File: src/rtl/lab2_display_pkg.sv
// rtl/lab2_display_pkg.sv - shared constants and types for the seven-segment display path
package lab2_display_pkg;

    localparam int NUM_DIGITS = 4;

    typedef logic [6:0] seg_t;

    localparam seg_t SEG_BLANK = 7'b1111111;

    // Active-low {g,f,e,d,c,b,a} patterns for hex digits 0..F
    localparam seg_t HEX_SEG [16] = '{
        7'b1000000, 7'b1111001, 7'b0100100, 7'b0110000,
        7'b0011001, 7'b0010010, 7'b0000010, 7'b1111000,
        7'b0000000, 7'b0010000, 7'b0001000, 7'b0000011,
        7'b1000110, 7'b0100001, 7'b0000110, 7'b0001110
    };

endpackage

File: src/rtl/hex_to_sevenseg.sv
// rtl/hex_to_sevenseg.sv - combinational nibble to active-low segment decoder
module hex_to_sevenseg
    import lab2_display_pkg::*;
(
    input  logic [3:0] nibble,
    output seg_t       seg
);

    assign seg = HEX_SEG[nibble];

endmodule

File: src/rtl/lab2_sevenseg_scan.sv
// rtl/lab2_sevenseg_scan.sv - four-digit common-anode scanner with guard, blanking and frame shadowing
module lab2_sevenseg_scan
    import lab2_display_pkg::*;
#(
    parameter int DIGIT_PERIOD = 100000,
    parameter int GUARD_CYCLES = 16
) (
    input  logic        clk,
    input  logic        reset,
    input  logic [15:0] value,
    input  logic [3:0]  dp_en,
    input  logic        blank_lz,
    output seg_t        seg,
    output logic        dp,
    output logic [3:0]  an
);

    localparam int CW = $clog2(DIGIT_PERIOD);

    logic [CW-1:0]          cnt;
    logic [1:0]             idx;
    logic [15:0]            shadow_val;
    logic [NUM_DIGITS-1:0]  shadow_dp;

    logic        slot_wrap;
    logic        frame_start;
    logic        in_guard;
    logic        lz_blank;
    logic [3:0]  cur_nibble;
    seg_t        dec_seg;
    logic [3:0]  an_next;
    seg_t        seg_next;
    logic        dp_next;

    assign slot_wrap   = (cnt == CW'(DIGIT_PERIOD - 1));
    // True right after reset and whenever the index has just wrapped 3 -> 0
    assign frame_start = (cnt == '0) && (idx == 2'd0);
    assign in_guard    = (cnt < CW'(GUARD_CYCLES));
    assign cur_nibble  = shadow_val[{idx, 2'b00} +: 4];

    // Digit k is a leading zero when nibbles k..3 are all zero; digit 0 always shows
    assign lz_blank = blank_lz && (idx != 2'd0) && ((shadow_val >> {idx, 2'b00}) == 16'h0000);

    hex_to_sevenseg u_dec (
        .nibble (cur_nibble),
        .seg    (dec_seg)
    );

    always_comb begin
        an_next  = 4'b1111;
        seg_next = SEG_BLANK;
        dp_next  = 1'b1;
        if (!in_guard && !lz_blank) begin
            an_next  = ~(4'b0001 << idx);
            seg_next = dec_seg;
            dp_next  = ~shadow_dp[idx];
        end
    end

    always_ff @(posedge clk) begin
        if (reset) begin
            cnt        <= '0;
            idx        <= 2'd0;
            shadow_val <= 16'h0000;
            shadow_dp  <= '0;
            an         <= 4'b1111;
            seg        <= SEG_BLANK;
            dp         <= 1'b1;
        end else begin
            if (slot_wrap) begin
                cnt <= '0;
                idx <= idx + 2'd1;
            end else begin
                cnt <= cnt + CW'(1);
            end
            if (frame_start) begin
                shadow_val <= value;
                shadow_dp  <= dp_en;
            end
            an  <= an_next;
            seg <= seg_next;
            dp  <= dp_next;
        end
    end

endmodule

File: config.mk
export PLATFORM = sky130hd
export DESIGN_NAME = lab2_sevenseg_scan
export DESIGN_NICKNAME = d
export VERILOG_FILES = /design/src/rtl/lab2_display_pkg.sv /design/src/rtl/hex_to_sevenseg.sv /design/src/rtl/lab2_sevenseg_scan.sv
export SDC_FILE = /design/constraint.sdc
export NUM_CORES = 1
export LEC_CHECK = 0
export CORE_AREA = 8 8 89 91
export CTS_BUF_LIST = sky130_fd_sc_hd__clkbuf_4
export CTS_CLUSTER_SIZE = 30
export DETAILED_ROUTE_END_ITERATION = 8
export DIE_AREA = 0 0 97 99
export GPL_TIMING_DRIVEN = 1
export SYNTH_ARGS = -nofsm -noshare
export SYNTH_HDL_FRONTEND = slang
export SYNTH_SLANG_ARGS = --single-unit
File: constraint.sdc
create_clock -name clk -period 4.5 [get_ports clk]
set_input_delay 0.9 -clock clk [delete_from_list [all_inputs] [get_ports clk]]
set_output_delay 0.9 -clock clk [all_outputs]
set_load 0.1 [all_outputs]
Word level (Yosys, flattened, before mapping)
Memory sizes are Yosys's and may differ from the RTL's. A register that Yosys moved wholly into a read port is not among the register bits.
Index checks and enable logic that the tools add are counted.
{"block": "op_classes", "add_sub_neg": 2, "magnitude_cmp": 2, "eq_ne": 1, "shifts": 3, "muxes": 2, "n_bitwise": 4, "reduce_logical": 12}
{"cell": "$add 17x1->17 const B", "n": 1}
{"cell": "$eq 17x17->1 const B", "n": 1}
{"cell": "$logic_not 17->1", "n": 1}
{"cell": "$lt 17x5->1 const B", "n": 1}
{"cell": "$logic_not 16->1", "n": 1}
{"cell": "$shiftx 16x5->4", "n": 1}
{"cell": "$shr 16x4->16", "n": 1}
{"cell": "$not 4->5", "n": 1}
{"cell": "$logic_and 1x1->1", "n": 4}
{"cell": "$not 4->4", "n": 1}
{"cell": "$reduce_or 2->1", "n": 2}
{"cell": "$shl 1x2->4 const A", "n": 1}
{"cell": "$lt 2x3->1 const B", "n": 1}
{"cell": "$add 2x1->2 const B", "n": 1}
{"cell": "$bmux 1 s2", "n": 1}
{"cell": "$logic_not 1->1", "n": 2}
{"cell": "$logic_not 2->1", "n": 1}
{"cell": "$not 1->1", "n": 2}
{"cell": "$reduce_bool 2->1", "n": 1}
{"cell": "$mux 1", "n": 1}
{"block": "word_totals", "ff_bits": 44, "romBits": 112, "in_bits": 23, "wordCells": 33, "mem_count": 1}
{"memory": "(no name shown)", "depth": 16, "word_bits": 7, "read_ports": 1, "rd_ports_with_merged_regs": 1, "write_ports": 0, "line": "hex_to_sevenseg.sv:9", "text": "assign seg = HEX_SEG[nibble];"}

Longest topological paths before layout
Gate-level depths: netlist of run 1.
{"block": "logic_depth", "depth_word": 7, "depth_mapped": 9, "depth_no_buf": 7}

Cells and area by module
Synthesis of run 1 repeated with hierarchy kept, for this count alone.
{"block": "unflattened", "hier_cells": 278, "hier_area_um2": 2502.4}
{"mod": "lab2_sevenseg_scan", "n_inst": 1, "cells_each": 247, "area_per_inst_um2": 2239.6}
{"mod": "hex_to_sevenseg", "n_inst": 1, "cells_each": 31, "area_per_inst_um2": 262.8}

Least setup slack after synthesis of run 1
No wires, ideal clock.
{"block": "synth_timing", "path_type": "reg2reg", "from": "register idx[0]", "to": "register seg[3]", "arrival_time_ns": 2.318, "slack_ns": 2.103, "path_stages_with_launch": 10, "path_buffers": 2, "path_cell_list": "dfxtp_1 -> buf_6 -> mux4_2 -> inv_1 -> ha_1 -> nor4b_1 -> nand2_1 -> a211o_1 -> clkbuf_1 -> o211ai_1"}
{"block": "synth_between", "elab_chain_cells": 7, "elab_cells_between_ends": 11, "cone_classes": "shift: 2; bitwise: 2; reduce/logical: 7"}
{"element": "start: declaration", "line": "lab2_sevenseg_scan.sv:21", "text": "logic [1:0] idx;"}
{"element": "start signal: assignment", "line": "lab2_sevenseg_scan.sv:72", "text": "idx <= idx + 2'd1;"}
{"element": "$shr 16x4->16 or $reduce_bool 2->1 (tied branches)", "line": "lab2_sevenseg_scan.sv:42", "text": "assign lz_blank = blank_lz && (idx != 2'd0) && ((shadow_val >> {idx, 2'b00}) == 16'h0000);"}
{"element": "$logic_not 16->1 or $logic_and 1x1->1 (tied branches)", "line": "lab2_sevenseg_scan.sv:42"}
{"element": "$logic_and 1x1->1", "line": "lab2_sevenseg_scan.sv:42"}
{"element": "$logic_not 1->1", "line": "lab2_sevenseg_scan.sv:53", "text": "if (!in_guard && !lz_blank) begin"}
{"element": "$logic_and 1x1->1", "line": "lab2_sevenseg_scan.sv:53"}
{"element": "$not 1->1 (no line)"}
{"element": "$reduce_or 2->1 (no line)"}
{"element": "end: declaration", "line": "lab2_sevenseg_scan.sv:13", "text": "output seg_t seg,"}
Several ways; a longest one is shown, not always the timed one.
A chain may end at the register's enable or synchronous reset.

Worst setup path after layout of run 1
{"block": "layout_timing", "from": "register seg[0]", "to": "output seg[0]"}
No word-level cell between the ends.

==> metrics.yaml, run 1 <==
clock_tree:
  cts_tree: "yes"
  root_buffer: "clkbuf_4"
  ctsHoldBuffers: 0
  cts.htree.levels: 2
  cts_setup_buffers: 0
  ctsResizeCount: 0
  path_clk_slew_ns: 0.15
  insertion_delay_ns: 0.37
  numCtsBuffers: 5
  cts.sinks: 51
  cts_max_path_buffers: 2
worst_hold_path:
  hp-class: "flip-flop to flip-flop"
  whs_path_depth: 2
placed_design:
  place_congestion: 0.8192
  placed_area_mm2: 0.002902
  dp_slack_ns: 1.781
  io_buffers: 34
  placed_cells: 386
  place_hpwl_mm: 4.160
sta:
  slew_headroom: 0.3299
  finalMaxSlewViolations: 0
  finalHoldViolCount: 0
  timing.final.ws_setup_ns: 1.719
  fin_crit_sh: 0.6180
  tns_ns: 0
  max_freq_mhz: 359.6
  setup_viol: 0
  rsz0062_at_grt: "no"
  finalCriticalPeriod_ns: 2.781
  worstMarginPinSlew_ns: 1.002
  skew_ns: 0.008415
route:
  wire_per_inst_um: 14.55
  drtIter0Drc: 100
  viasPerCell: 5.355
  antenna_left: 0
  remaining_drc_errors: 0
  drt_pass1_iterations: 4
  wirelength_mm: 5.734
  vias: 2110
global_routing:
  grt_pass1_wl_mm: 9.936
  grt.overflow.total: 0
  grt_max_degree: 26
  gr-usage-all-layers: 0.1219
  antenna_found_initial: 0
  grt_pass1_vias: 2081
finish:
  stdcell_count: 394
  design_area_mm2: 0.002978
  layout_common_cells: "dfxtp_1 (51), nand3_1 (35), clkdlybuf4s50_1 (34)"
  multi_input_comb_area_mm2: 0.001384
  seqCellArea_mm2: 0.001021
  diodes: 0
  fillCellCount: 647
  nNetsFinal: 347
  syn_to_final_growth_pct: 16.72
  layout_commonest_cell: "dfxtp_1"
  layout-drive-gt1-share: 0.06369
floorplanning:
  dieWidth_um: 97
  core_mm2: 0.006569
  start_util: 0.3884
  dieHeight_um: 99
  num_rows: 30
  ios: 35
  dieArea_mm2: 0.009603
logic_synthesis:
  postSynthCellCount: 292
  yosysWarnings: 0
  syn_area_mm2: 0.002551
  syn_nets: 326
  synth.distinct_cells: 46
  avgSynthCellArea_um2: 8.737
  ys_seq_area_frac: 0.4002
  ys_ff_latch: 51
setup_path:
  arrival_ns: 1.88
  path_class: "flip-flop to output pin"
  cp.required_ns: 3.60
  path_buf_inv: 1
  slowest_delay_ns: 1.15
  slowest_stage: "clkdlybuf4s50_1"
  critical_path.top_delay_family: "buffers and inverters"
  cp_cell_sequence: "clkdlybuf4s50_1"
  worstSetupStartpointType: "flip-flop"
  worst-path-max-fanout: 1
  critical_path_depth: 1
  r2r_cells: 7
  cp-end-kind: "output pin"
power_and_ir_drop:
  cellLeakagePower_nw: 1.016
  power_frac_seq: 0.558
  power_switching_mw: 0.2297
  p_int_mw: 0.6464
  ir_drop_mv: 0.1540
  finalPower_mw: 0.8761
  p_clk_frac: 0.296
  combPwrFrac: 0.146
  cellPowerDensity_mw_per_mm2: 294.2
  switching_share: 0.2622
run_status:
  outcome: "complete, no violations"
run:
  drv_cap: 0
[worst reg2reg max path, cell delays in order (launching register included)]
cell and delay (ns):
dfxtp_1 0.73, mux4_2 0.65, inv_1 0.14, ha_1 0.24, nor4b_1 0.26, nand2_1 0.09
a211o_1 0.42, o2111ai_1 0.15
[stage by stage]
step	util	hold slack [ns]
floorplan	-	0.4403
global placement	0.4417	0.4598
detailed placement	0.4417	0.4725
CTS	0.4533	0.4947
global route	0.4533	0.5226
finish	0.4533	0.4919
[cell type report]
class                   instances  share of cell area
repair buffers                 35              0.1168
multi-input cells             207              0.4647
inverters                      13             0.01639
clock inverters                 3             0.01303
flip-flops and latches         51              0.3429
clock buffers                   5             0.01261
well taps                      80             0.03361
[power by group through the flow]
stage               Clock [mW]  Sequential, mW  Combinational (mW)
finish                   0.259           0.489               0.128
global route             0.289           0.493               0.144
CTS                      0.269           0.489               0.128
detailed placement           0           0.499               0.127
global placement             0           0.499               0.126
floorplan                    0           0.491              0.0928
[metal layers]
metal  share of wire  wire length [um]  global-route usage  vias up
li1                -                 -                   -     1090
met1            0.47              2682              0.1496      969
met2            0.47              2684              0.2021       41
met3           0.048               278             0.03079       10
met4           0.015                88             0.04142        0
met5               0                 0                   0        -
[path summary, 6_finish.rpt]
kind,slack (ns),startpoint,endpoint
worst max register to register,1.76,idx[0]$_SDFFE_PP0N_,seg[1]$_SDFF_PP1_
worst min register to register,0.49,shadow_dp[0]$_SDFFE_PP0P_,shadow_dp[0]$_SDFFE_PP0P_
worst max-delay path,1.72,seg[0]$_SDFF_PP1_,seg[0]
worst min-delay path,0.49,shadow_dp[0]$_SDFFE_PP0P_,shadow_dp[0]$_SDFFE_PP0P_
[cells by family (layout without fill, tap and decap cells)]
family,after synthesis,in the layout,synth area share
AO/OA/AOI/OAI,65,65,0.1442
adder cells (fa/ha/maj),11,11,0.05395
flip-flops,51,51,0.4002
multiplexers,12,12,0.07553
XOR/XNOR,15,15,0.05149
buffers and inverters,34,56,0.05738
AND/OR/NAND/NOR,104,104,0.2173
[synthesized netlist by cell type, drive strengths merged]
library cell / n / area share
o21bai: 1 / 0.0044
xor2: 4 / 0.014
or4: 1 / 0.0029
a211o: 1 / 0.0034
or4b: 1 / 0.0039
a32oi: 1 / 0.0034
nor4: 8 / 0.022
o2111ai: 1 / 0.0034
or2: 1 / 0.0025
ha: 11 / 0.054
o31ai: 2 / 0.0059
nand2: 7 / 0.010
mux2: 2 / 0.010
nand3: 36 / 0.073
and3: 2 / 0.0049
xnor2: 11 / 0.038
nand2b: 3 / 0.0074
buf: 8 / 0.019
o311ai: 1 / 0.0034
mux4: 5 / 0.046
a32o: 1 / 0.0039
mux2i: 5 / 0.020
clkbuf: 13 / 0.019
or3b: 1 / 0.0034
and4: 3 / 0.010
a21oi: 27 / 0.053
o21ai: 25 / 0.049
nor3: 4 / 0.0078
nor2: 24 / 0.035
o41ai: 1 / 0.0034
dfxtp: 51 / 0.40
o211ai: 2 / 0.0059
nor3b: 2 / 0.0059
a31oi: 2 / 0.0049
nor4b: 1 / 0.0034
or3: 2 / 0.0049
and2: 1 / 0.0025
nand4: 7 / 0.017
inv: 13 / 0.019
[registers in the layout (all words and copies together), names as in the netlist]
| signal | cells |
|---|---|
| seg | 7 |
| idx | 2 |
| shadow_dp | 4 |
| shadow_val | 16 |
| an | 4 |
| dp | 1 |
| cnt | 17 |
No activity file was read; power rests on OpenSTA's default activity.
==> inputs of run 2 (changes only) <==
- clock period: 4.5 -> 2.45 ns (I/O delays scaled with it)
==> metrics.yaml, run 2 (synthesis results as in run 1) <==
clock_tree:
  insertion_delay_ns: 0.37
  cts_setup_buffers: 0
  cts.sinks: 51
  numCtsBuffers: 5
  cts.htree.levels: 2
  root_buffer: "clkbuf_4"
  ctsHoldBuffers: 0
  cts_max_path_buffers: 2
  path_clk_slew_ns: 0.13
  cts_tree: "yes"
  ctsResizeCount: 0
setup_path:
  cp.required_ns: 2.75
  arrival_ns: 2.52
  critical_path.top_delay_family: "multiplexers"
  path_buf_inv: 1
  cp-end-kind: "flip-flop"
  path_class: "flip-flop to flip-flop"
  worst-path-max-fanout: 12
  slowest_stage: "mux4_2"
  cp_cell_sequence: "mux4_2, inv_1, ha_1, nor4b_1, nand2_1, a211o_1, nand3_1"
  slowest_delay_ns: 0.58
  worstSetupStartpointType: "flip-flop"
route:
  drt_pass1_iterations: 4
  viasPerCell: 5.334
  wire_per_inst_um: 14.41
  remaining_drc_errors: 0
  vias: 2171
  wirelength_mm: 5.864
  antenna_left: 0
  drtIter0Drc: 72
power_and_ir_drop:
  combPwrFrac: 0.167
  cellPowerDensity_mw_per_mm2: 499.5
  finalPower_mw: 1.510
  power_frac_seq: 0.594
  power_switching_mw: 0.4152
  p_int_mw: 1.095
  p_clk_frac: 0.239
  ir_drop_mv: 0.1822
  switching_share: 0.2749
  cellLeakagePower_nw: 1.068
finish:
  reg_top3: "cnt x17, shadow_val x16, seg x7"
  largest_register: "cnt"
  design_area_mm2: 0.003024
  diodes: 0
  layout-drive-gt1-share: 0.1407
  largest_reg_flops: 17
  layout_commonest_cell: "dfxtp_1"
  nNetsFinal: 361
  syn_to_final_growth_pct: 18.54
  post-route-util: 0.4604
  layout_common_cells: "dfxtp_1 (50), nand3_1 (35), a21oi_1 (27), buf_4 (27)"
sta:
  finalCriticalPeriod_ns: 2.225
  timing.final.ws_setup_ns: 0.2249
  setup_viol: 0
  skew_ns: 0.02154
  finalHoldViolCount: 0
  finalMaxSlewViolations: 0
  fin_crit_sh: 0.9082
  worstMarginPinSlew_ns: 0.4492
  rsz0062_at_grt: "no"
  slew_headroom: 0.6977
  tns_ns: 0
  max_freq_mhz: 449.4
floorplanning:
  start_util: 0.3884
  ios: 35
  core_mm2: 0.006569
  dieHeight_um: 99
  num_rows: 30
  dieWidth_um: 97
  dieArea_mm2: 0.009603
placed_design:
  place_hpwl_mm: 4.512
  io_buffers: 34
  placed_area_mm2: 0.002977
  place_congestion: 0.8097
  dp_slack_ns: 0.1634
global_routing:
  grt_pass1_wl_mm: 10.11
  gr-usage-all-layers: 0.1247
  antenna_found_initial: 0
  grt_max_degree: 21
  grt_pass1_vias: 2095
  grt.overflow.total: 0
run_status:
  outcome: "complete, no violations"
worst_hold_path:
  hp-class: "flip-flop to flip-flop"
run:
  drv_cap: 0
-- run 2: metal layers --
metal,vias to the layer above,share of wire,global-route usage
met3,10,0.040,0.03569
met5,-,0,0
met2,37,0.48,0.2057
met4,0,0.017,0.04379
met1,1007,0.47,0.1506
li1,1117,-,-
-- run 2: final cells by class --
class / count / area (um2)
fill: 646 / 3545
sequential: 51 / 1022
multi-input combinational: 207 / 1384
tap: 80 / 100.1
clock buffer: 5 / 37.54
clock inverter: 2 / 8.758
timing repair buffer: 49 / 422.9
inverter: 13 / 48.80
-- run 2: power by group through the flow --
stage / Combinational [mW] / Clock, mW / Sequential, mW
after floorplan: 0.171 / 0 / 0.901
after global placement: 0.252 / 0 / 0.915
after detailed placement: 0.253 / 0 / 0.916
after CTS: 0.254 / 0.374 / 0.897
after global routing: 0.281 / 0.408 / 0.903
final: 0.252 / 0.361 / 0.897
-- run 2: worst paths after layout --
kind                        startpoint                         to  slack, ns  cells past startpoint
max                idx[0]$_SDFFE_PP0N_           an[0]$_SDFF_PP1_       0.22                      7
min          shadow_dp[1]$_SDFFE_PP0P_  shadow_dp[1]$_SDFFE_PP0P_       0.48                      2
max reg2reg        idx[0]$_SDFFE_PP0N_           an[0]$_SDFF_PP1_       0.22                      7
min reg2reg  shadow_dp[1]$_SDFFE_PP0P_  shadow_dp[1]$_SDFFE_PP0P_       0.48                      2
-- run 2: per-stage QoR --
stage	cells	hold WS [ns]
global placement	400	0.4579
detailed placement	400	0.4619
finish	407	0.4830
floorplan	292	0.4403
global route	407	0.5180
CTS	407	0.4853
-- run 2: worst register-to-register path, delay by kind of cell, from the launching register on --
family                   cells  cell delay [ns]
AND/OR/NAND/NOR              3             0.47
multiplexers                 1             0.58
AO/OA/AOI/OAI                1             0.43
adder cells (fa/ha/maj)      1             0.17
buffers and inverters        1             0.13
flip-flops                   1             0.40
==> RTL change (settings of run 2) <==
Register the output `seg` once more; this adds one clock of latency there. The other outputs are not delayed to match.
--- a/src/rtl/lab2_sevenseg_scan.sv
+++ b/src/rtl/lab2_sevenseg_scan.sv
@@ -18,2 +18,4 @@
     localparam int CW = $clog2(DIGIT_PERIOD);
+
+    seg_t seg_s0;
 
@@ -66,3 +68,3 @@
             an         <= 4'b1111;
-            seg        <= SEG_BLANK;
+            seg_s0     <= SEG_BLANK;
             dp         <= 1'b1;
@@ -80,3 +82,3 @@
             an  <= an_next;
-            seg <= seg_next;
+            seg_s0 <= seg_next;
             dp  <= dp_next;
@@ -85,2 +87,6 @@
 
+    always_ff @(posedge clk) begin
+        seg <= seg_s0;
+    end
+
 endmodule
Behaviour: not the same (a bounded check fails within 4 cycles, from zero or initial values and one cycle with reset high).
==> RTL change against run 2 <==
Sequential cell count grew 7; total power grew 25%; hold slack lost 0.15 ns; non-clock buffer count shrank 6; clock power grew 78%; area after synthesis shrank 2.2%; count of clock-buffer cells in the layout grew 4; worst setup slack lost 0.0012 ns; wire length shrank 17%; sequential share of layout area grew 5.0 points; global-route usage shrank 1.7 points; final area shrank 0.83%; highest routed layer unchanged.
==> RTL change: results (changes against run 2) <==
| Metric | Value |
|---|---|
| Register clock-pin slew on the reported worst setup and hold paths | `0.09 ns (-0.04 ns)` |
| Post-place setup slack | `-0.218 ns (-0.381 ns)` |
| Worst path arrival time | `2.47 ns (-0.05 ns)` |
| CP peak stage delay | `0.58 ns (about the same)` |
| First-pass GRT wire length | `8350 microns (-17%)` |
| Kind of cell adding the most delay to the critical path | `simple AND/OR/NAND/NOR gates` |
| Complex-gate fraction of the synthesized area | `0.0336 (-0.111)` |
| Slowest CP cell | `nor3_2` |
| Drt first pass iters | `4 (unchanged)` |
| GP Congestion | `0.780 (-3.7%)` |
| Global-route met1 utilization | `0.142 (-0.00828)` |
| Top post-synthesis cells by count | `dfxtp_1, nor2_1, mux2i_1` |
| H-tree level count | `3 (+1)` |
| Filler Cell Count | `645 (-0.15%)` |
| XOR/XNOR share of the synthesized area | `0.0561 (+0.00464)` |
| Top Registers | `cnt (17), shadow_val (16)` |
| Post-detail-place hpwl | `3600 microns (-20%)` |
| IO Port Bufs | `34 (unchanged)` |
| Layout cell share with drive strength beyond 1 | `0.170 (+0.0294)` |
| Area after DPL | `0.00287 sq mm (-3.7%)` |
| Initial antenna violation count | `0 (unchanged)` |
| Vias in the first global route | `1686 (-20%)` |
| Final nets | `323 (-11%)` |
| Post-Synth Adder-Cell Area | `0.0551 (+0.00119)` |
| Met2 usage | `0.146 (-0.0594)` |
| Drt first-iter violations | `66 (-8.3%)` |
| CTS root buffer | `clkbuf_4` |
| Worst-Skew Late Latency | `0.40 ns (+0.03 ns)` |
| Maximum VDD drop | `0.374 mV (+110%)` |
| Status | `completed` |
| Largest register by flop count | `cnt` |
| FF-to-FF setup slack | `0.22 ns` |
| Slew HR | `0.535 (-0.163)` |
| Pin count of the biggest net entering global routing | `25 (+19%)` |
| Min-Delay Path Class | `flip-flop to flip-flop` |
| Sequential area share after synthesis | `0.465 (+0.0650)` |
| Drt via density | `4.79 (-10%)` |
| GRT Util Overall | `0.107 (-0.0173)` |
| Area contributors post-synth | `dfxtp_1, mux2i_1, nor2_1` |
| CTS Buffer Depth | `2 (unchanged)` |
| N_diodes | `0 (unchanged)` |
| Mux cell area share after synthesis | `0.138 (+0.0628)` |
| M3 GR Usage | `0.0462 (+0.0105)` |
| WL/cell | `13.0 microns (-9.9%)` |
| Post-synth cell types | `40 (-13%)` |
| Net switching power | `0.000486 W (+17%)` |
| Asr flop ratio synth | `0 (unchanged)` |
| Critical-path maximum fanout | `12 (unchanged)` |
| Fin area | `0.00300 sq mm (-0.83%)` |
| Worst Skew | `0.0129 ns (-0.00861 ns)` |
| Syn nets | `281 (-14%)` |
| Post-CTS sizing | `1 (+1)` |
| Cell leakage power | `1.20 nW (+13%)` |
| Post-CTS Setup Bufs | `0 (unchanged)` |
| Num CTS Buffers | `9 (+4)` |
| Final Worst Setup Slack | `0.224 ns (-0.00124 ns)` |
RTL change: changes by cell type after synthesis, sizes merged, moves of 6 or more:
cell           run 2  this run
dfxtp             51        58
mux2i              5        21
clkbuf            13         5
inv               13         7
o21ai             25         2
nor2              24        45
a21oi             27         4
nand3             36         7
nand2              7        20
RTL change: worst paths after layout:
path | start | end | cells past startpoint
worst min register to register | seg_s0[3] | seg[3] | 0
worst max register to register | idx[0] | seg_s0[2] | 8
worst max-delay path | idx[0] | seg_s0[2] | 8
worst min-delay path | seg_s0[3] | seg[3] | 0
RTL change: power by group through the flow:
stage,Sequential [W],Combinational [W],Clock (W)
after global placement,0.00103,0.000242,0
after floorplan,0.00102,0.000188,0
final,0.00101,0.000241,0.000643
after detailed placement,0.00103,0.000241,0
after CTS,0.00101,0.000243,0.000669
after global routing,0.00101,0.000268,0.000720
RTL change: worst register-to-register path: cells and delay by family, from the launching register on:
family                     cells  cell delay, ns
AOI/OAI and AO/OA              2            0.29
adders and majority gates      1            0.19
buffers and inverters          1            0.08
DFF                            1            0.36
muxes                          1            0.36
and+or+nand+nor                3            0.79
RTL change: metal layers:
layer,up-vias,share of wire
li1,922,-
met1,816,0.50
met2,45,0.42
met3,7,0.057
met4,0,0.018
met5,-,0
RTL change: cell type report:
cell class / instances / area share
clock buffers: 9 / 0.0225
clock inverters: 7 / 0.0200
inverters: 7 / 0.00876
multi-input cells: 170 / 0.402
flip-flops and latches: 58 / 0.388
well taps: 80 / 0.0334
repair buffers: 43 / 0.126
RTL change: per-stage QoR:
| step | hold slack [ns] | std cells |
|---|---|---|
| after floorplan | 0.310 | 247 |
| after global placement | 0.312 | 358 |
| after detailed placement | 0.313 | 358 |
| after CTS | 0.337 | 374 |
| after global routing | 0.345 | 374 |
| final | 0.335 | 374 |
RTL change: kinds of logic (layout without fill, tap and decap cells):
family | after synthesis | in the layout
buffers and inverters | 19 | 66
muxes | 28 | 28
AOI/OAI and AO/OA | 13 | 13
DFF | 58 | 58
xor gates and xnor gates | 16 | 16
and+or+nand+nor | 102 | 102
adders and majority gates | 11 | 11
